**src/rtl/lfsr_pkg.sv**
```systemverilog
// -----------------------------------------------------------------------------
// lfsr_pkg
// Shared definitions for the parameterised LFSR block:
//   - lfsr_state_e : controller state encoding (IDLE, RUN, DONE, LOCKED)
//   - TAPS_W4      : default feedback mask, maximal-length for a 4-bit register
// -----------------------------------------------------------------------------
package lfsr_pkg;

  typedef enum logic [1:0] {
    ST_IDLE   = 2'd0,  // no seed loaded yet
    ST_RUN    = 2'd1,  // stepping and measuring the period
    ST_DONE   = 2'd2,  // period captured, register keeps stepping
    ST_LOCKED = 2'd3   // all-zero state, stepping suppressed
  } lfsr_state_e;

  localparam logic [3:0] TAPS_W4 = 4'b0011;

endpackage

```
**src/rtl/lfsr_next.sv**
```systemverilog
// -----------------------------------------------------------------------------
// lfsr_next
// Combinational step rule of the LFSR: right shift with the XOR-reduced
// feedback (state AND taps) inserted at the MSB.
// Ports:
//   i_state : current register contents
//   i_taps  : feedback mask
//   o_next  : next register contents
// -----------------------------------------------------------------------------
module lfsr_next #(
  parameter int WIDTH = 4
) (
  input  logic [WIDTH-1:0] i_state,
  input  logic [WIDTH-1:0] i_taps,
  output logic [WIDTH-1:0] o_next
);

  logic w_fb;

  assign w_fb   = ^(i_state & i_taps);
  assign o_next = {w_fb, i_state[WIDTH-1:1]};

endmodule

```
**src/rtl/lfsr_param.sv**
```systemverilog
// -----------------------------------------------------------------------------
// lfsr_param
// Parameterised Fibonacci-style LFSR with period measurement.
// After a non-zero seed is loaded the register steps on every enabled cycle;
// the number of steps until the seed recurs is reported on period. If the
// step counter saturates without a recurrence, period=0 is reported instead.
// A zero seed locks the register (no stepping) until the next load or reset.
// Ports:
//   clk          : clock, rising edge
//   reset        : synchronous active-high reset
//   seed         : value captured on load
//   load         : capture seed, restart measurement (wins over enable)
//   enable       : advance one step per cycle
//   state        : current register contents (registered)
//   bit_out      : state[0]
//   lock_up      : high while state is all-zero
//   period       : measured cycle length, 0 = no recurrence
//   period_valid : period holds a result for the current seed
// -----------------------------------------------------------------------------
module lfsr_param
  import lfsr_pkg::*;
#(
  parameter int               WIDTH = 4,
  parameter logic [WIDTH-1:0] TAPS  = WIDTH'(TAPS_W4)
) (
  input  logic             clk,
  input  logic             reset,
  input  logic [WIDTH-1:0] seed,
  input  logic             load,
  input  logic             enable,
  output logic [WIDTH-1:0] state,
  output logic             bit_out,
  output logic             lock_up,
  output logic [WIDTH-1:0] period,
  output logic             period_valid
);

  localparam logic [WIDTH-1:0] ALL_ONES = {WIDTH{1'b1}};
  localparam logic [WIDTH-1:0] ALL_ZERO = {WIDTH{1'b0}};
  localparam logic [WIDTH-1:0] ONE      = {{(WIDTH-1){1'b0}}, 1'b1};

  lfsr_state_e      r_fsm;
  lfsr_state_e      w_fsm_nxt;
  logic [WIDTH-1:0] r_state;
  logic [WIDTH-1:0] w_state_nxt;
  logic [WIDTH-1:0] r_ref;
  logic [WIDTH-1:0] w_ref_nxt;
  logic [WIDTH-1:0] r_cnt;
  logic [WIDTH-1:0] w_cnt_nxt;
  logic [WIDTH-1:0] r_period;
  logic [WIDTH-1:0] w_period_nxt;
  logic             r_period_valid;
  logic             w_period_valid_nxt;
  logic [WIDTH-1:0] w_step;

  lfsr_next #(
    .WIDTH (WIDTH)
  ) u_next (
    .i_state (r_state),
    .i_taps  (TAPS),
    .o_next  (w_step)
  );

  // Next-state and datapath decode; load overrides every FSM state.
  always_comb begin
    w_fsm_nxt          = r_fsm;
    w_state_nxt        = r_state;
    w_ref_nxt          = r_ref;
    w_cnt_nxt          = r_cnt;
    w_period_nxt       = r_period;
    w_period_valid_nxt = r_period_valid;

    if (load) begin
      w_state_nxt  = seed;
      w_ref_nxt    = seed;
      w_cnt_nxt    = ALL_ZERO;
      w_period_nxt = ALL_ZERO;
      if (seed == ALL_ZERO) begin
        // A zero seed can never leave zero: report "no recurrence" at once.
        w_fsm_nxt          = ST_LOCKED;
        w_period_valid_nxt = 1'b1;
      end else begin
        w_fsm_nxt          = ST_RUN;
        w_period_valid_nxt = 1'b0;
      end
    end else begin
      case (r_fsm)
        ST_RUN: begin
          if (enable) begin
            w_state_nxt = w_step;
            if (w_step == r_ref) begin
              // r_cnt counts the steps already taken; this one is step r_cnt+1.
              w_period_nxt       = r_cnt + ONE;
              w_period_valid_nxt = 1'b1;
              w_fsm_nxt          = ST_DONE;
            end else if (r_cnt == ALL_ONES) begin
              w_period_nxt       = ALL_ZERO;
              w_period_valid_nxt = 1'b1;
              w_fsm_nxt          = ST_DONE;
            end else begin
              w_cnt_nxt = r_cnt + ONE;
            end
          end else begin
            w_state_nxt = r_state;
          end
        end
        ST_DONE: begin
          if (enable) begin
            w_state_nxt = w_step;
          end else begin
            w_state_nxt = r_state;
          end
        end
        ST_IDLE:   w_state_nxt = r_state;
        ST_LOCKED: w_state_nxt = r_state;
        default:   w_fsm_nxt   = ST_IDLE;
      endcase
    end
  end

  // State and datapath registers with synchronous reset.
  always_ff @(posedge clk) begin
    if (reset) begin
      r_fsm          <= ST_IDLE;
      r_state        <= ALL_ONES;
      r_ref          <= ALL_ONES;
      r_cnt          <= ALL_ZERO;
      r_period       <= ALL_ZERO;
      r_period_valid <= 1'b0;
    end else begin
      r_fsm          <= w_fsm_nxt;
      r_state        <= w_state_nxt;
      r_ref          <= w_ref_nxt;
      r_cnt          <= w_cnt_nxt;
      r_period       <= w_period_nxt;
      r_period_valid <= w_period_valid_nxt;
    end
  end

  assign state        = r_state;
  assign bit_out      = r_state[0];
  assign lock_up      = (r_state == ALL_ZERO);
  assign period       = r_period;
  assign period_valid = r_period_valid;

endmodule

```
**config.mk**
```make
export PLATFORM = sky130hd
export DESIGN_NAME = lfsr_param
export DESIGN_NICKNAME = d
export VERILOG_FILES = /design/src/rtl/lfsr_pkg.sv /design/src/rtl/lfsr_next.sv /design/src/rtl/lfsr_param.sv
export SDC_FILE = /design/constraint.sdc
export NUM_CORES = 1
export LEC_CHECK = 0
export ABC_AREA = 1
export CAP_MARGIN = 20
export CORE_MARGIN = 2
export CORE_UTILIZATION = 51
export DETAILED_ROUTE_END_ITERATION = 8
export GPL_TIMING_DRIVEN = 0
export HOLD_SLACK_MARGIN = 0.06
export PLACE_DENSITY_LB_ADDON = 0.2
export SLEW_MARGIN = 20
export SYNTH_ARGS = -nofsm -noshare
export SYNTH_HDL_FRONTEND = slang
export SYNTH_SLANG_ARGS = --single-unit
```
**constraint.sdc**
```tcl
create_clock -name clk -period 2.07 [get_ports clk]
set_input_delay 0.207 -clock clk [delete_from_list [all_inputs] [get_ports clk]]
set_output_delay 0.207 -clock clk [all_outputs]
set_load 0.05 [all_outputs]
```
## After elaboration in Yosys (flattened, before gate mapping)

Index checks and enable logic that the tools add are counted.

| word-level totals | value |
|---|---|
| bits in registers | 19 |
| input port bits | 8 |
| output and inout bits | 11 |
| logic and storage cells | 48 |

| operators by class | value |
|---|---|
| add/sub/neg operators | 1 |
| eq/ne operators | 7 |
| multiplexer cells | 17 |
| bitwise logic cells | 2 |
| reduce and logical (&&, ||, !) cells | 15 |

Operators with widths:

| operator | number |
|---|---|
| two-way mux 4 bit | 5 |
| two-way mux 2 bit | 6 |
| zero test 4 bit | 2 |
| two-way mux 1 bit | 6 |
| AND reduction 3 bit | 2 |
| nonzero test 2 bit | 3 |
| OR reduction 2 bit | 3 |
| adder 4 x 1 -> 4 bit, second input constant | 1 |
| == test 2 bit, second input constant | 2 |
| == test 4 bit | 1 |
| == test 4 bit, second input constant | 1 |
| AND reduction 4 bit | 1 |
| XOR reduction 4 bit | 1 |
| != test 3 x 1 -> 1 bit, second input constant | 1 |
| nonzero test 3 bit | 1 |
| == test 2 x 1 -> 1 bit, second input constant | 1 |
| zero test 2 bit | 1 |
| != test 2 x 1 -> 1 bit, second input constant | 1 |
| inverter 1 bit | 2 |
| AND reduction 2 bit | 1 |

## Depth between registers and ports, before layout

Gate-level depths: netlist (run 1).

| logic depth | value |
|---|---|
| depth in word-level cells | 6 |
| gate-level depth with buffers | 11 |
| mapped depth without buffers | 11 |

## Modules after synthesis

A second synthesis (run 1) with hierarchy kept.

| unflattened totals | value |
|---|---|
| cell total of the unflattened synthesis | 143 |
| area total of the unflattened synthesis | 972.2 µm² |

By module, submodules not included:

| module | times used | cells each | area an instance (µm²) | seq. area each (µm²) |
|---|---|---|---|---|
| lfsr_param | 1 | 116 | 845.8 | 360.3 |
| lfsr_next | 1 | 27 | 126.4 | 0.0 |

## Worst setup path after synthesis (run 1)

No wires, ideal clock.

| path | value |
|---|---|
| kind | register to register |
| start point | register r_state[1], in the netlist state[1] |
| end point | register r_period[0], in the netlist period[0] |
| library setup time | 0.070 ns |
| arrival time | 1.769 ns |
| required time | 2.000 ns |
| setup slack | 0.231 ns |
| stages on the path, launching flop included | 12 |
| path buffers | 0 |
| clock period less this slack | 1.839 ns |
| path through | dfxtp_1 > inv_1 > ha_1 > inv_1 > nand2_1 > nand2_1 > nor2_2 > nand2_2 > nand2_1 > nand2_2 > nand2_1 > a21oi_1 |

| on the way | value |
|---|---|
| word-level cells in the longest chain between the ends | 4 |
| elaborated cells between the ends (all ways) | 5 |
| classes of those cells | 1 x eq/ne; 1 x mux; 3 x reduce/logical |

Ends and longest elaborated chain:

| item | RTL line | RTL |
|---|---|---|
| start, declared | lfsr_param.sv:44 | `logic [WIDTH-1:0] r_state;` |
| start signal, assigned | lfsr_param.sv:132 | `r_state <= w_state_nxt;` |
| XOR reduction 4 bit | lfsr_next.sv:20 | `assign w_fb = ^(i_state & i_taps);` |
| == test 4 bit * | lfsr_param.sv:91 | `if (w_step == r_ref) begin` |
| nonzero test 2 bit (no line) | n/a |  |
| AND reduction 3 bit (no line) | n/a |  |
| end signal, assigned | lfsr_param.sv:135 | `r_period <= w_period_nxt;` |
| end, declared | lfsr_param.sv:50 | `logic [WIDTH-1:0] r_period;` |

Every way passes the cells marked *; elsewhere a longest branch is shown, timed or not.
A chain may end at the register's enable or synchronous reset.

## Worst setup path after layout (run 1)

| path | value |
|---|---|
| start point | register r_state[0], in the netlist state[0] |
| end point | output state[0] |

RTL lines:

| item | RTL line | RTL |
|---|---|---|
| end, declared | lfsr_param.sv:31 | `output logic [WIDTH-1:0] state,` |

No word-level cell between the ends.

==> results of run 1 <==
cell usage after synthesis:
cell type,number
a21oi_1,12
a22oi_1,1
buf_2,1
buf_4,1
dfxtp_1,18
ha_1,3
inv_1,15
inv_2,1
nand2_1,31
nand2_2,2
nand3_1,2
nand3_2,1
nand4_1,3
nor2_1,8
nor2_2,1
nor2_4,1
nor3_1,1
o21ai_0,5
o221ai_1,4
xor2_1,2
power by group:
group	switching [mW]	internal, mW
logic	0.105	0.0585
registers	0.0113	0.363
clock network	0.108	0.0677
total	0.224	0.489
layout by cell type, fill, tap and decap left out, types with 2 or more instances in the layout:
| cell | count |
|---|---|
| o221ai_1 | 4 |
| inv_1 | 15 |
| nand2_2 | 2 |
| xor2_1 | 2 |
| a21oi_1 | 12 |
| nand3_1 | 2 |
| dfxtp_1 | 18 |
| nand4_1 | 3 |
| nor2_1 | 8 |
| o21ai_0 | 5 |
| ha_1 | 3 |
| nand2_1 | 31 |
| clkbuf_4 | 3 |
| clkdlybuf4s50_1 | 17 |
per-layer routing:
metal,part of all wire,vias to the layer above,GRT usage
met3,0.030,7,0.0408
met2,0.44,18,0.330
li1,-,412,-
met4,0.025,0,0.0909
met1,0.51,351,0.266
met5,0,-,0
cell type report:
cell class              instances  area share
inverters                      16      0.0566
multi-input cells              77       0.380
well taps                      16      0.0189
repair buffers                 18       0.172
clock buffers                   3      0.0212
flip-flops and latches         18       0.340
plain buffers                   2      0.0118
critical path, stage by stage (launching register included):
cell             delay [ns]
dfxtp_1                0.37
buf_4                  0.11
clkdlybuf4s50_1        0.78
stage by stage:
step | hold WS, ns | setup WS (ns)
CTS | 0.473 | 0.0221
global route | 0.491 | 0.266
finish | 0.466 | 0.300
detailed placement | 0.458 | 0.353
floorplan | 0.276 | 0.231
global placement | 0.452 | 0.363
path summary, 6_finish.rpt:
path / from / endpoint / slack, ns / depth (start not counted)
setup / recovery: state[0] / state[0] / 0.30 / 2
hold / removal: period[1] / period[1] / 0.47 / 2
setup reg to reg: state[1] / period[3] / 0.41 / 11
hold reg to reg: period[1] / period[1] / 0.47 / 2
sequential cells by signal (all words and copies together) (netlist names):
| signal | cells |
|---|---|
| state | 4 |
| r_fsm | 2 |
| period | 4 |
| r_cnt | 4 |
| r_ref | 4 |
logic make-up after synthesis:
logic type | Yosys count
adder cells (fa/ha/maj) | 3
AND/OR/NAND/NOR | 50
AO/OA/AOI/OAI | 22
buffers and inverters | 18
XOR/XNOR | 2
flip-flops | 18
==> impl_metrics.csv, run 1 <==
group,metric,value,unit
global_routing,grt_max_degree,11,
synth,synth-seq-cells,18,
global_routing,grt_pass1_vias,745,
cells_and_area,fin_nets,147,
cells_and_area,fillers,127,
setup_path,path_class,"flip-flop to output port",
synth,synth_simple_gate_area_frac,0.263,
synth,syn_nets,124,
power,total_power,713,uW
clock_network,cts_max_path_buffers,2,
route,viasPerCell,5.25,
global_routing,grt_remaining_overflow,0,
place,place_congestion,0.828,
route,dr.pass1.iters,4,
route,wl_per_cell,12.1,microns
global_routing,antenna_found_initial,0,
synth,synth_top_family_by_area,"simple AND/OR/NAND/NOR gates",
setup_path,required,1.86,ns
synth,avgSynthCellArea,7.40,sq um
power,leakage,0.500,nW
floorplan,dieArea,0.00198,sq mm
place,post-dp-hpwl,1390,microns
clock_network,htreeDepth,1,
floorplan,die_x,44.5,microns
setup_path,worstSetupStartpointType,"flip-flop",
clock_network,insertion_delay,0.29,ns
route,drc_errors,0,
synth,synth-xor-area-share,0.0210,
floorplan,initial_core_util,0.548,
clock_network,numCtsBuffers,3,
cells_and_area,final_util,0.696,
timing,rsz0062_at_grt,"no",
route,num_vias,788,
synth,ys_seq_area_frac,0.431,
timing,tightest_slew,0.502,ns
route,ant_nets,0,
timing,period_needed,1.77,ns
timing,final_hold_viol_count,0,
timing,finalSetupViolCount,0,
global_routing,grt.total_usage,0.206,
timing,maxSlewHeadroom,0.665,
cells_and_area,drive_gt1_frac,0.0821,
clock_network,path_clk_slew,0.10,ns
synth,synthMuxAreaShare,0,
synth,synth_compound_area_frac,0.153,
synth,yosys_warnings,0,
place,place_area,0.00104,sq mm
synth,synthDistinctLibCells,20,
synth,syn_area,836,sq um
floorplan,rows,14,
clock_network,clock_sinks,18,
route,wl,1820,microns
cells_and_area,multi_input_area,403,sq um
place,placed_cells,147,
cells_and_area,finish.instance_area,0.00106,sq mm
floorplan,core,0.00152,sq mm
power,ir_drop,424,uV
timing,finalCritPeriodShare,0.855,
route,drt_iter0_markers,17,
clock_network,cts-root-buf,"clkbuf_4",
cells_and_area,area_growth,26.9,%
global_routing,grt_first_pass_wirelength,2970,microns
floorplan,die_y,44.5,microns
job,cap_violations,0,
timing,max_freq,565,MHz
timing,slew_viol_final,0,
setup_path,worstSetupEndpointType,"output port",
clock_network,cts_tree,"built",
outcome,status,"finished clean",
synth,synth_area_leaders,"dfxtp_1 (43%), nand2_1 (14%), a21oi_1 (7.2%), inv_1 (6.7%), ha_1 (4.5%)",
synth,yosys.area.top_type,"dfxtp_1",
timing,tns,0,ns
power,power_density,672,mW/mm^2
setup_path,arrival,1.56,ns
clock_network,cts_setup_buffers,0,
place,io_buffers,18,
cells_and_area,final_cells,150,
clock_network,cts_resized,0,
synth,synth_fa_ha_area_frac,0.0449,
synth,syn-instance-count,113,
floorplan,ios,19,
setup_path,crit_fanout,3,
synth,synth_top_area_frac,0.431,
cells_and_area,seqCellArea,360,sq um
cells_and_area,antenna_cells,0,
clock_network,cts-hold-fix-buffers,0,
min_path,worst_hold_path_type,"flip-flop to flip-flop",
timing,clock_skew,0.00577,ns
No activity file was read; power rests on OpenSTA's default activity.
==> inputs of run 2 (changes only) <==
- ABC_AREA: 1 -> unset
- CORE_UTILIZATION: 51 -> 52
- CTS_CLUSTER_SIZE: unset -> 20
- SKIP_LAST_GASP: unset -> 1
==> run 2 against run 1 <==
Largest cell class unchanged. Synthesized cell count fell by 13%. Clock power rose by 7%. Register-to-register slack got worse by 0.25 ns. Via count fell by 2.4%. Sequential share of layout area fell by 1.9 points. Highest routed layer unchanged. Setup slack got worse by 0.14 ns. Fmax fell by 7.3%.
==> impl_metrics.csv, run 2 <==
group,metric,value,unit
outcome,status,"finished clean",
min_path,whs_endpoint,"r_ref[0]",
floorplan,die_x,45.9,microns
clock_network,htreeDepth,1,
route,top_layer_used,"met4",
synth,yosys_warnings,0,
clock_network,clock_sinks,18,
timing,tns,0,ns
min_path,worst_hold_path_type,"primary input to flip-flop",
synth,synth-seq-cells,18,
route,dr.pass1.iters,4,
setup_path,critPathMaxStageDelay,0.49,ns
synth,synth_top_area_frac,0.395,
cells_and_area,drive_gt1_frac,0.133,
setup_path,crit_fanout,7,
route,routed-wl-met3,74,microns
timing,clock_skew,0.0103,ns
power,leakage,0.434,nW
floorplan,rows,15,
clock_network,path_clk_slew,0.11,ns
min_path,hold_start,"load",
synth,synthTopCellsByCount,"dfxtp_1 (18), nor2_1 (11), a21oi_1 (8)",
min_path,hold_depth,3,
place,io_buffers,17,
timing,slew_viol_final,0,
cells_and_area,fin_nets,132,
clock_network,cts-root-buf,"clkbuf_4",
setup_path,crit_family,"simple AND/OR/NAND/NOR gates",
setup_path,worstSetupEndpointType,"flip-flop",
place,place_congestion,0.801,
cells_and_area,fillers,150,
setup_path,path_class,"flip-flop to flip-flop",
power,ir_drop,322,uV
cells_and_area,final_cell_mix,"clkdlybuf4s50_1 (16), dfxtp_1 (16), nor2_1 (11)",
route,met1Wirelength,813,microns
cells_and_area,multi_input_area,507,sq um
cells_and_area,seqCellArea,365,sq um
floorplan,ios,19,
route,ant_nets,0,
timing,final_hold_viol_count,0,
synth,yosysMostFrequentCell,"dfxtp_1",
route,viasPerCell,5.61,
setup_path,reg2reg_slack,0.16,ns
clock_network,cts_max_path_buffers,2,
floorplan,initial_core_util,0.540,
setup_path,path_cells,"inv_1 > ha_1 > xor2_1 > o41ai_4 > or4_1 > a21oi_1",
synth,syn_area,912,sq um
job,cap_violations,0,
global_routing,antenna_found_initial,0,
timing,tightest_slew,0.498,ns
global_routing,grt_max_degree,11,
setup_path,worstSetupStartpointType,"flip-flop",
floorplan,core,0.00169,sq mm
setup_path,reg2reg_to,"r_cnt[3]",
setup_path,arrival,2.14,ns
clock_network,insertion_delay,0.30,ns
synth,syn_nets,109,
global_routing,grt_first_pass_wirelength,2670,microns
route,drc_errors,0,
synth,avgSynthCellArea,9.31,sq um
cells_and_area,area_growth,25.1,%
timing,hold_slack,0.314,ns
synth,ys.flop_type,"dfxtp_1",
cells_and_area,antenna_cells,0,
floorplan,dieArea,0.00210,sq mm
synth,synth_edf_count,0,
floorplan,die_y,45.9,microns
timing,rsz0062_at_grt,"no",
timing,finalSetupViolCount,0,
route,num_vias,769,
setup_path,rr_worst_depth,6,
route,drt_iter0_markers,11,
setup_path,required,2.30,ns
synth,synthDistinctLibCells,29,
global_routing,grt_remaining_overflow,0,
power,power_density,621,mW/mm^2
place,post-dp-hpwl,1300,microns
clock_network,cts_tree,"built",
timing,max_freq,523,MHz
global_routing,grt.total_usage,0.179,
synth,ys_seq_area_frac,0.395,
setup_path,r2r_start,"state[1]",
synth,yosys.area.top_type,"dfxtp_1",
timing,maxSlewHeadroom,0.667,
synth,synth-async-reset-ratio,0,
clock_network,numCtsBuffers,3,
setup_path,path_buf_inv,1,
setup_path,slowest_stage,"or4_1",
timing,period_needed,1.91,ns
synth,synth_area_leaders,"dfxtp_1 (40%), o21bai_1 (5.8%), xor2_2 (5.3%), nor2_1 (4.5%), a21oi_1 (4.4%)",
route,wl_per_cell,12.4,microns
synth,syn-instance-count,98,
timing,finalCritPeriodShare,0.923,
route,wl_met2,777,microns
global_routing,grt_pass1_vias,642,
route,wl,1690,microns
[run 2: changes by cell type in the layout (fill, tap and decap cells not counted), sizes merged, moves of 3 or more]
cell | before | now
a21oi | 12 | 8
inv | 16 | 6
o2bb2ai | 0 | 3
a211oi | 0 | 3
nand2 | 33 | 3
clkbuf | 3 | 8
nand4 | 3 | 0
o21bai | 0 | 7
o221ai | 4 | 0
[run 2: final cells by class]
| class | instances | area share |
|---|---|---|
| Timing Repair Buffer | 18 | 0.155 |
| Tap cell | 17 | 0.0186 |
| Buffer | 5 | 0.0197 |
| Clock buffer | 4 | 0.0230 |
| Sequential cell | 18 | 0.320 |
| Multi-Input combinational cell | 69 | 0.444 |
| Inverter | 6 | 0.0197 |
[run 2: worst max path at each step]
| stage | from | endpoint | cells after the start |
|---|---|---|---|
| final | state[1] | r_cnt[3] | 6 |
| after global routing | state[1] | r_cnt[3] | 6 |
| after CTS | state[1] | period[1] | 6 |
| after detailed placement | state[1] | period[1] | 6 |
| after global placement | state[1] | period[1] | 6 |
| after floorplan | state[0] | period[1] | 6 |
[run 2: cell families (layout without fill, tap and decap cells)]
logic type,Yosys count,after routing,share of synthesized area
XOR/XNOR,6,6,0.0823
AND/OR/NAND/NOR,29,29,0.162
buffers and inverters,11,33,0.0494
multiplexers,1,1,0.0110
flip-flops,18,18,0.395
AO/OA/AOI/OAI,30,30,0.259
adder cells (fa/ha/maj),3,3,0.0412
[run 2: worst reg2reg max path, delay by kind of cell, from the launching register on]
family / cells / cell delay [ns]
AND/OR/NAND/NOR: 1 / 0.49
flip-flops: 1 / 0.39
adder cells (fa/ha/maj): 1 / 0.32
XOR/XNOR: 1 / 0.32
AO/OA/AOI/OAI: 2 / 0.28
buffers and inverters: 1 / 0.05
[run 2: metrics by stage]
| stage | setup WS (ns) | instances | util | power [mW] | instance area (sq um) |
|---|---|---|---|---|---|
| finish | 0.160 | 137 | 0.676 | 0.709 | 1140 |
| detailed placement | 0.0281 | 132 | 0.656 | 0.527 | 1110 |
| CTS | 0.0215 | 136 | 0.671 | 0.711 | 1130 |
| global placement | 0.0566 | 132 | 0.656 | 0.523 | 1110 |
| floorplan | 0.0468 | 98 | - | 0.483 | 917 |
| global route | 0.00250 | 137 | 0.676 | 0.745 | 1140 |
[run 2: metal layers]
layer,global-route usage,vias to the layer above
met2,0.244,23
li1,-,390
met5,0,-
met4,0.103,0
met1,0.257,352
met3,0.0357,4
[run 2: timing repair]
item / in CTS / in global routing
gates resized for setup: 1 / 0
pin swaps: 0 / 1
hold buffers: 0 / 0
setup endpoints to repair: 1 / 5
buffers inserted: 0 / 1
[run 2: power by group]
group / switching [mW] / internal, mW / total (mW)
combinational: 0.0862 / 0.0630 / 0.149
sequential: 0.0140 / 0.359 / 0.373
clock: 0.112 / 0.0751 / 0.187
